[config.mk]
export PLATFORM = sky130hd
export DESIGN_NAME = bank_account_server
export DESIGN_NICKNAME = d
export VERILOG_FILES = /design/src/rtl/bank_pkg.sv /design/src/rtl/bank_account_store.sv /design/src/rtl/bank_account_server.sv
export SDC_FILE = /design/constraint.sdc
export NUM_CORES = 1
export LEC_CHECK = 0
export CELL_PAD_IN_SITES_DETAIL_PLACEMENT = 0
export CELL_PAD_IN_SITES_GLOBAL_PLACEMENT = 2
export CORE_ASPECT_RATIO = 1.1
export CORE_MARGIN = 5
export CORE_UTILIZATION = 34
export CTS_CLUSTER_SIZE = 28
export DETAILED_ROUTE_END_ITERATION = 10
export PLACE_DENSITY_LB_ADDON = 0.3
export SLEW_MARGIN = 20
export SYNTH_ARGS = -nofsm -noshare
export SYNTH_HDL_FRONTEND = slang
export SYNTH_SLANG_ARGS = --single-unit
[constraint.sdc]
create_clock -name clk -period 3.97 [get_ports clk]
set_input_delay 0.794 -clock clk [delete_from_list [all_inputs] [get_ports clk]]
set_output_delay 0.794 -clock clk [all_outputs]
set_load 0.1 [all_outputs]
[src/rtl/bank_pkg.sv]
// Shared definitions for the bank account server: op codes, status codes, FSM states
// and the default widths used by the ATM controller side.
// No logic, no latency, no backpressure; types and constants only.
package bank_pkg;

    localparam int BALANCE_WIDTH = 20;
    localparam int ID_WIDTH      = 2;
    localparam int PIN_WIDTH     = 16;
    localparam int MAX_TRIES     = 3;

    typedef enum logic [2:0] {
        OP_WITHDRAW = 3'd0,
        OP_DEPOSIT  = 3'd1,
        OP_INQUIRY  = 3'd2,
        OP_AUTH     = 3'd3,
        OP_LOGOUT   = 3'd4
    } op_e;

    typedef enum logic [2:0] {
        ST_OK           = 3'd0,
        ST_BAD_PIN      = 3'd1,
        ST_LOCKED       = 3'd2,
        ST_INSUFFICIENT = 3'd3,
        ST_NO_SESSION   = 3'd4,
        ST_OVERFLOW     = 3'd5,
        ST_BAD_OP       = 3'd6
    } status_e;

    typedef enum logic [1:0] {
        S_IDLE   = 2'd0,
        S_CHECK  = 2'd1,
        S_COMMIT = 2'd2,
        S_RESP   = 2'd3
    } state_e;

    function automatic logic op_legal(input logic [2:0] op);
        return op <= 3'(OP_LOGOUT);
    endfunction

endpackage

[src/rtl/bank_account_store.sv]
// Per-account register file: balance, PIN, wrong-PIN count, lock flag.
// Combinational read, writes land on the next clock edge.
// No backpressure; provisioning wins over the update port.
module bank_account_store
    import bank_pkg::*;
#(
    parameter int balance_width = BALANCE_WIDTH,
    parameter int id_width      = ID_WIDTH,
    parameter int pin_width     = PIN_WIDTH,
    parameter int try_width     = 2
) (
    input  logic                     clk,
    input  logic                     rst,
    input  logic [id_width-1:0]      rd_id,
    output logic [balance_width-1:0] rd_balance,
    output logic [pin_width-1:0]     rd_pin,
    output logic [try_width-1:0]     rd_tries,
    output logic                     rd_lock,
    input  logic                     wr_en,
    input  logic [id_width-1:0]      wr_id,
    input  logic [balance_width-1:0] wr_balance,
    input  logic [try_width-1:0]     wr_tries,
    input  logic                     wr_lock,
    input  logic                     prog_en,
    input  logic [id_width-1:0]      prog_id,
    input  logic [pin_width-1:0]     prog_pin,
    input  logic [balance_width-1:0] prog_balance
);
    localparam int N = 2 ** id_width;

    logic [balance_width-1:0] bal_q   [N];
    logic [balance_width-1:0] bal_d   [N];
    logic [pin_width-1:0]     pin_q   [N];
    logic [pin_width-1:0]     pin_d   [N];
    logic [try_width-1:0]     tries_q [N];
    logic [try_width-1:0]     tries_d [N];
    logic                     lock_q  [N];
    logic                     lock_d  [N];

    assign rd_balance = bal_q[rd_id];
    assign rd_pin     = pin_q[rd_id];
    assign rd_tries   = tries_q[rd_id];
    assign rd_lock    = lock_q[rd_id];

    always_comb begin
        bal_d   = bal_q;
        pin_d   = pin_q;
        tries_d = tries_q;
        lock_d  = lock_q;
        if (prog_en) begin
            bal_d[prog_id]   = prog_balance;
            pin_d[prog_id]   = prog_pin;
            tries_d[prog_id] = '0;
            lock_d[prog_id]  = 1'b0;
        end else if (wr_en) begin
            bal_d[wr_id]   = wr_balance;
            tries_d[wr_id] = wr_tries;
            lock_d[wr_id]  = wr_lock;
        end
    end

    always_ff @(posedge clk or negedge rst) begin
        if (!rst) begin
            bal_q   <= '{default: '0};
            pin_q   <= '{default: '0};
            tries_q <= '{default: '0};
            lock_q  <= '{default: 1'b0};
        end else begin
            bal_q   <= bal_d;
            pin_q   <= pin_d;
            tries_q <= tries_d;
            lock_q  <= lock_d;
        end
    end

endmodule

[src/rtl/bank_account_server.sv]
// Bank responder: authenticates, tracks one session, applies withdraw/deposit/inquiry.
// Request accepted at T gives resp_valid at T+3; next accept at T+4 with resp_ready high.
// req_ready only in IDLE without provisioning; response held stable until resp_ready.
module bank_account_server
    import bank_pkg::*;
#(
    parameter int balance_width = BALANCE_WIDTH,
    parameter int id_width      = ID_WIDTH,
    parameter int pin_width     = PIN_WIDTH,
    parameter int max_tries     = MAX_TRIES
) (
    input  logic                     clk,
    input  logic                     rst,
    input  logic                     req_valid,
    output logic                     req_ready,
    input  logic [2:0]               req_op,
    input  logic [id_width-1:0]      req_id,
    input  logic [pin_width-1:0]     req_pin,
    input  logic [balance_width-1:0] req_amount,
    output logic                     resp_valid,
    input  logic                     resp_ready,
    output logic [2:0]               resp_status,
    output logic [balance_width-1:0] resp_balance,
    input  logic                     prog_en,
    input  logic [id_width-1:0]      prog_id,
    input  logic [pin_width-1:0]     prog_pin,
    input  logic [balance_width-1:0] prog_balance
);
    localparam int TRY_W = $clog2(max_tries + 1);

    state_e                   state_q, state_d;
    logic [2:0]               op_q, op_d;
    logic [id_width-1:0]      id_q, id_d, sid_q, sid_d, nsid_q, nsid_d;
    logic [pin_width-1:0]     pin_q, pin_d;
    logic [balance_width-1:0] amt_q, amt_d, bal_q, bal_d;
    status_e                  stat_q, stat_d;
    logic [TRY_W-1:0]         ntries_q, ntries_d;
    logic                     nlock_q, nlock_d;
    logic                     sopen_q, sopen_d, nsopen_q, nsopen_d;

    logic [balance_width-1:0] rd_balance;
    logic [pin_width-1:0]     rd_pin;
    logic [TRY_W-1:0]         rd_tries, tries_inc;
    logic                     rd_lock, wr_en, prog_wr;
    logic [balance_width:0]   sum;

    assign prog_wr   = prog_en && (state_q == S_IDLE);
    assign tries_inc = (rd_tries == TRY_W'(max_tries)) ? rd_tries : rd_tries + 1'b1;
    assign sum       = {1'b0, rd_balance} + {1'b0, amt_q};

    bank_account_store #(
        .balance_width(balance_width),
        .id_width     (id_width),
        .pin_width    (pin_width),
        .try_width    (TRY_W)
    ) u_store (
        .clk         (clk),
        .rst         (rst),
        .rd_id       (id_q),
        .rd_balance  (rd_balance),
        .rd_pin      (rd_pin),
        .rd_tries    (rd_tries),
        .rd_lock     (rd_lock),
        .wr_en       (wr_en),
        .wr_id       (id_q),
        .wr_balance  (bal_q),
        .wr_tries    (ntries_q),
        .wr_lock     (nlock_q),
        .prog_en     (prog_wr),
        .prog_id     (prog_id),
        .prog_pin    (prog_pin),
        .prog_balance(prog_balance)
    );

    always_comb begin
        state_d  = state_q;
        op_d     = op_q;
        id_d     = id_q;
        pin_d    = pin_q;
        amt_d    = amt_q;
        bal_d    = bal_q;
        stat_d   = stat_q;
        ntries_d = ntries_q;
        nlock_d  = nlock_q;
        sopen_d  = sopen_q;
        sid_d    = sid_q;
        nsopen_d = nsopen_q;
        nsid_d   = nsid_q;
        wr_en    = 1'b0;
        case (state_q)
            S_IDLE: begin
                if (prog_en) begin
                    if (sopen_q && (prog_id == sid_q)) sopen_d = 1'b0;
                end else if (req_valid) begin
                    op_d    = req_op;
                    id_d    = req_id;
                    pin_d   = req_pin;
                    amt_d   = req_amount;
                    state_d = S_CHECK;
                end
            end
            S_CHECK: begin
                // Default to an unmodified record and session; each branch edits only what it owns.
                bal_d    = rd_balance;
                ntries_d = rd_tries;
                nlock_d  = rd_lock;
                nsopen_d = sopen_q;
                nsid_d   = sid_q;
                stat_d   = ST_OK;
                if (!op_legal(op_q)) begin
                    stat_d = ST_BAD_OP;
                end else if (rd_lock) begin
                    stat_d = ST_LOCKED;
                end else if (op_q != OP_AUTH && !(sopen_q && sid_q == id_q)) begin
                    stat_d = ST_NO_SESSION;
                end else begin
                    case (op_q)
                        OP_AUTH: begin
                            if (pin_q == rd_pin) begin
                                ntries_d = '0;
                                nsopen_d = 1'b1;
                                nsid_d   = id_q;
                            end else begin
                                ntries_d = tries_inc;
                                if (tries_inc == TRY_W'(max_tries)) begin
                                    nlock_d  = 1'b1;
                                    nsopen_d = 1'b0;
                                    stat_d   = ST_LOCKED;
                                end else begin
                                    stat_d = ST_BAD_PIN;
                                end
                            end
                        end
                        OP_WITHDRAW: begin
                            if (amt_q > rd_balance) stat_d = ST_INSUFFICIENT;
                            else                    bal_d  = rd_balance - amt_q;
                        end
                        OP_DEPOSIT: begin
                            if (sum[balance_width]) stat_d = ST_OVERFLOW;
                            else                    bal_d  = sum[balance_width-1:0];
                        end
                        OP_LOGOUT: nsopen_d = 1'b0;
                        default: ;
                    endcase
                end
                state_d = S_COMMIT;
            end
            S_COMMIT: begin
                wr_en   = 1'b1;
                sopen_d = nsopen_q;
                sid_d   = nsid_q;
                state_d = S_RESP;
            end
            S_RESP: begin
                if (resp_ready) state_d = S_IDLE;
            end
            default: state_d = S_IDLE;
        endcase
    end

    always_ff @(posedge clk or negedge rst) begin
        if (!rst) begin
            state_q  <= S_IDLE;
            op_q     <= '0;
            id_q     <= '0;
            pin_q    <= '0;
            amt_q    <= '0;
            bal_q    <= '0;
            stat_q   <= ST_OK;
            ntries_q <= '0;
            nlock_q  <= 1'b0;
            sopen_q  <= 1'b0;
            sid_q    <= '0;
            nsopen_q <= 1'b0;
            nsid_q   <= '0;
        end else begin
            state_q  <= state_d;
            op_q     <= op_d;
            id_q     <= id_d;
            pin_q    <= pin_d;
            amt_q    <= amt_d;
            bal_q    <= bal_d;
            stat_q   <= stat_d;
            ntries_q <= ntries_d;
            nlock_q  <= nlock_d;
            sopen_q  <= sopen_d;
            sid_q    <= sid_d;
            nsopen_q <= nsopen_d;
            nsid_q   <= nsid_d;
        end
    end

    assign req_ready    = (state_q == S_IDLE) && !prog_en;
    assign resp_valid   = (state_q == S_RESP);
    assign resp_status  = stat_q;
    assign resp_balance = bal_q;

endmodule

==> metrics.yaml <==
outcome: "complete, no violations"
power_per_cell_area_mw_per_mm2: 1020
drt_iter0_markers: 652
cap_violations: 0
finalWirelength_um: 42500
die_x_um: 196
final_antenna_net_count: 0
critical-path-top-delay-family: "compound AO/OA/AOI/OAI gates"
path_class: "reg2reg"
cp_slowest_cell: "mux4_2"
p_leak_uw: 0.00726
fillCellCount: 3635
syn_inst: 1360
wl_met3_um: 1870
tightest_slew_ps: 1040
first_global_vias: 11000
synth-seq-area-share: 0.449
dieHeight_um: 214
fmax_mhz: 266
setup_tns_ps: 0
grt_start_max_net_pins: 81
gp_congestion: 0.862
setup_violations: 0
synth-seq-cells: 231
critical_path_depth: 12
dp_slack_ps: 187
io_buffers: 108
fp.dieArea_mm2: 0.0419
clk_path_buf_depth: 3
worstPathArrival_ps: 4190
start_util: 0.345
hold_path.class: "in2async"
r2r_slack_ps: 210
nets: 1613
drive_gt1_frac: 0.146
timing.hold.ws_ps: 199
multi_input_comb_area_mm2: 0.00658
worst_slack_ps: 205
drtPass1Iterations: 6
slew_viol_final: 0
cts_buffers: 29
ys_types: 71
synth_flop_cell: "dfrtp_1"
hold_viol: 0
coreArea_mm2: 0.0373
drc: 0
pin_count: 109
h-tree-depth: 1
synth_fp_nets: 1491
grt-ovfl-total: 0
cpMostUsedCell: "a31oi_1"
synth_edf_count: 0
path_buf_inv: 3
m1WireLength_um: 18800
max_stage_delay_ps: 620
clock_skew_ps: 12.7
viasPerCell: 5.29
worstPathCellList: "buf_12 > mux4_2 > ha_1 > inv_1 > a21oi_1 > a31oi_1 > buf_4 > o32ai_1 > o31ai_1 > a31oi_1 > mux2i_1 > o311ai_0"
ys_async_sr_fraction: 1.00
r2r_cells: 12
cts_tree: "yes"
dr_total_vias: 10600
path_clk_slew_ps: 60
setup.worst_path.end_class: "flop"
start_kind: "flop"
syn_avg_cell_area_um2: 9.46
antenna_found_initial: 2
clk_latency_ps: 580
finalCritPeriodShare: 0.948
yosysWarnings: 0
root_buffer: "clkbuf_16"
syn_area_mm2: 0.0129
grt.total_usage: 0.199
clock-sinks: 231
required_ps: 4400
regArea_mm2: 0.00578
antennaDiodeCount: 0
met2WireLength_um: 20800
fin_crit_ps: 3760
rsz0062_at_grt: "false"
routedWlPerCell_um: 21.3
area_growth_pct: 22.2
grt_pass1_wl_um: 66000
row_count: 74
critPathMaxFanout: 17
routed.top_layer: "met5"
hpwl_um: 29200
slew-limit-headroom: 0.303
peakVddDrop_mv: 0.514
-- cell families (layout without fill, tap and decap cells) --
kind of cell	Yosys count	count (layout)	share of synthesized area
AND/OR/NAND/NOR	558	558	0.182
XOR/XNOR	34	34	0.0231
AO/OA/AOI/OAI	273	273	0.148
buffers and inverters	130	273	0.0417
adder cells (fa/ha/maj)	47	47	0.0469
multiplexers	87	87	0.110
flip-flops	231	231	0.449
-- final timing paths --
| path | start | end |
|---|---|---|
| max | id_q[0] | resp_balance[19] |
| min in group clk | u_store.pin_q[20] | u_store.pin_q[20] |
| max reg2reg | id_q[0] | resp_balance[19] |
| min | rst | amt_q[0] |
| max in group asynchronous | rst | id_q[0] |
| min reg2reg | u_store.pin_q[20] | u_store.pin_q[20] |
-- timing repair --
action | in CTS | in global routing
hold endpoints to repair | 0 | 0
setup buffers | 0 | 0
setup endpoints to repair | 0 | 2
hold buffers | 0 | 0
gates resized for setup | 0 | 1
-- stage by stage --
| step | cell area (µm²) | instances | util | power [µW] |
|---|---|---|---|---|
| after floorplan | 12900 | 1360 | - | 10500 |
| after global placement | 14800 | 1945 | 0.396 | 13400 |
| after detailed placement | 14800 | 1945 | 0.396 | 13400 |
| after CTS | 15700 | 1997 | 0.421 | 16100 |
| after global routing | 15700 | 1997 | 0.421 | 17200 |
| final | 15700 | 1997 | 0.421 | 16000 |
-- power breakdown --
group          switching (µW)  total, µW  internal [µW]  leakage (µW)
combinational            5400       9130           3740       0.00391
sequential                869       4270           3410       0.00289
clock                    1070       2600           1530      0.000463
total                    7340      16000           8670       0.00726
-- area by class of cell --
| class | count | area share |
|---|---|---|
| multi-input cells | 999 | 0.418 |
| clock buffers | 46 | 0.0566 |
| well taps | 494 | 0.0393 |
| flip-flops and latches | 231 | 0.368 |
| repair buffers | 171 | 0.103 |
| clock inverters | 6 | 0.00302 |
| inverters | 50 | 0.0119 |
-- layout by cell type, fill, tap and decap left out, types with 10 or more instances in the layout --
master           instances
mux4_2                  39
clkbuf_8                10
nor3_1                  16
a31oi_1                 16
a21oi_1                 49
nor2b_1                 10
dfrtp_1                229
ha_1                    44
clkdlybuf4s50_1        106
nor2_1                  59
o21ai_0                 41
buf_4                   59
nand2_1                405
clkbuf_16               29
nand3_1                 14
a22oi_1                 81
inv_1                   48
xnor2_1                 30
mux2_2                  43
-- registers in the layout, summed over array words and instances, names as in the netlist, 3 cells and up --
name	count
amt_q	20
op_q	3
pin_q	16
resp_balance	20
resp_status	3
u_store.bal_q	80
u_store.lock_q	4
u_store.pin_q	64
u_store.tries_q	8
-- cell usage after synthesis, types with 5 or more instances --
cell | instances | share of area
a31oi_1 | 16 | 0.0078
buf_1 | 10 | 0.0029
and2_1 | 7 | 0.0034
nand2_1 | 406 | 0.12
a21o_1 | 5 | 0.0029
mux2_2 | 43 | 0.038
ha_1 | 45 | 0.044
o21ai_0 | 42 | 0.016
and3_1 | 9 | 0.0044
dfrtp_1 | 231 | 0.45
a21oi_1 | 49 | 0.019
o221ai_1 | 8 | 0.0054
mux4_2 | 39 | 0.068
inv_1 | 48 | 0.014
buf_2 | 20 | 0.0078
o22ai_1 | 5 | 0.0024
nor3_1 | 17 | 0.0066
mux2i_1 | 5 | 0.0039
nor2b_1 | 10 | 0.0049
clkbuf_1 | 45 | 0.013
a221oi_1 | 6 | 0.0041
nand2b_1 | 6 | 0.0029
o31ai_1 | 6 | 0.0035
nand4_1 | 6 | 0.0029
a211o_1 | 9 | 0.0061
a22oi_1 | 81 | 0.047
nand3_1 | 14 | 0.0054
or2_2 | 6 | 0.0029
a221o_1 | 6 | 0.0047
o311ai_0 | 5 | 0.0034
xnor2_1 | 30 | 0.020
nor2_1 | 61 | 0.018
-- routing by layer --
metal,vias to the layer above,global-route usage
li1,4997,-
met4,4,0.0440
met2,272,0.338
met5,-,0
met1,5232,0.267
met3,68,0.0321
-- worst register-to-register path, stage by stage, from the launching register on --
cell and delay, ps:
dfrtp_2 410, buf_12 200, mux4_2 630, ha_1 420, inv_1 80, a21oi_1 210, a31oi_1 110, buf_4 170
o32ai_1 520, o31ai_1 140, a31oi_1 370, mux2i_1 230, o311ai_0 130
(Power assumes the default switching activity.)
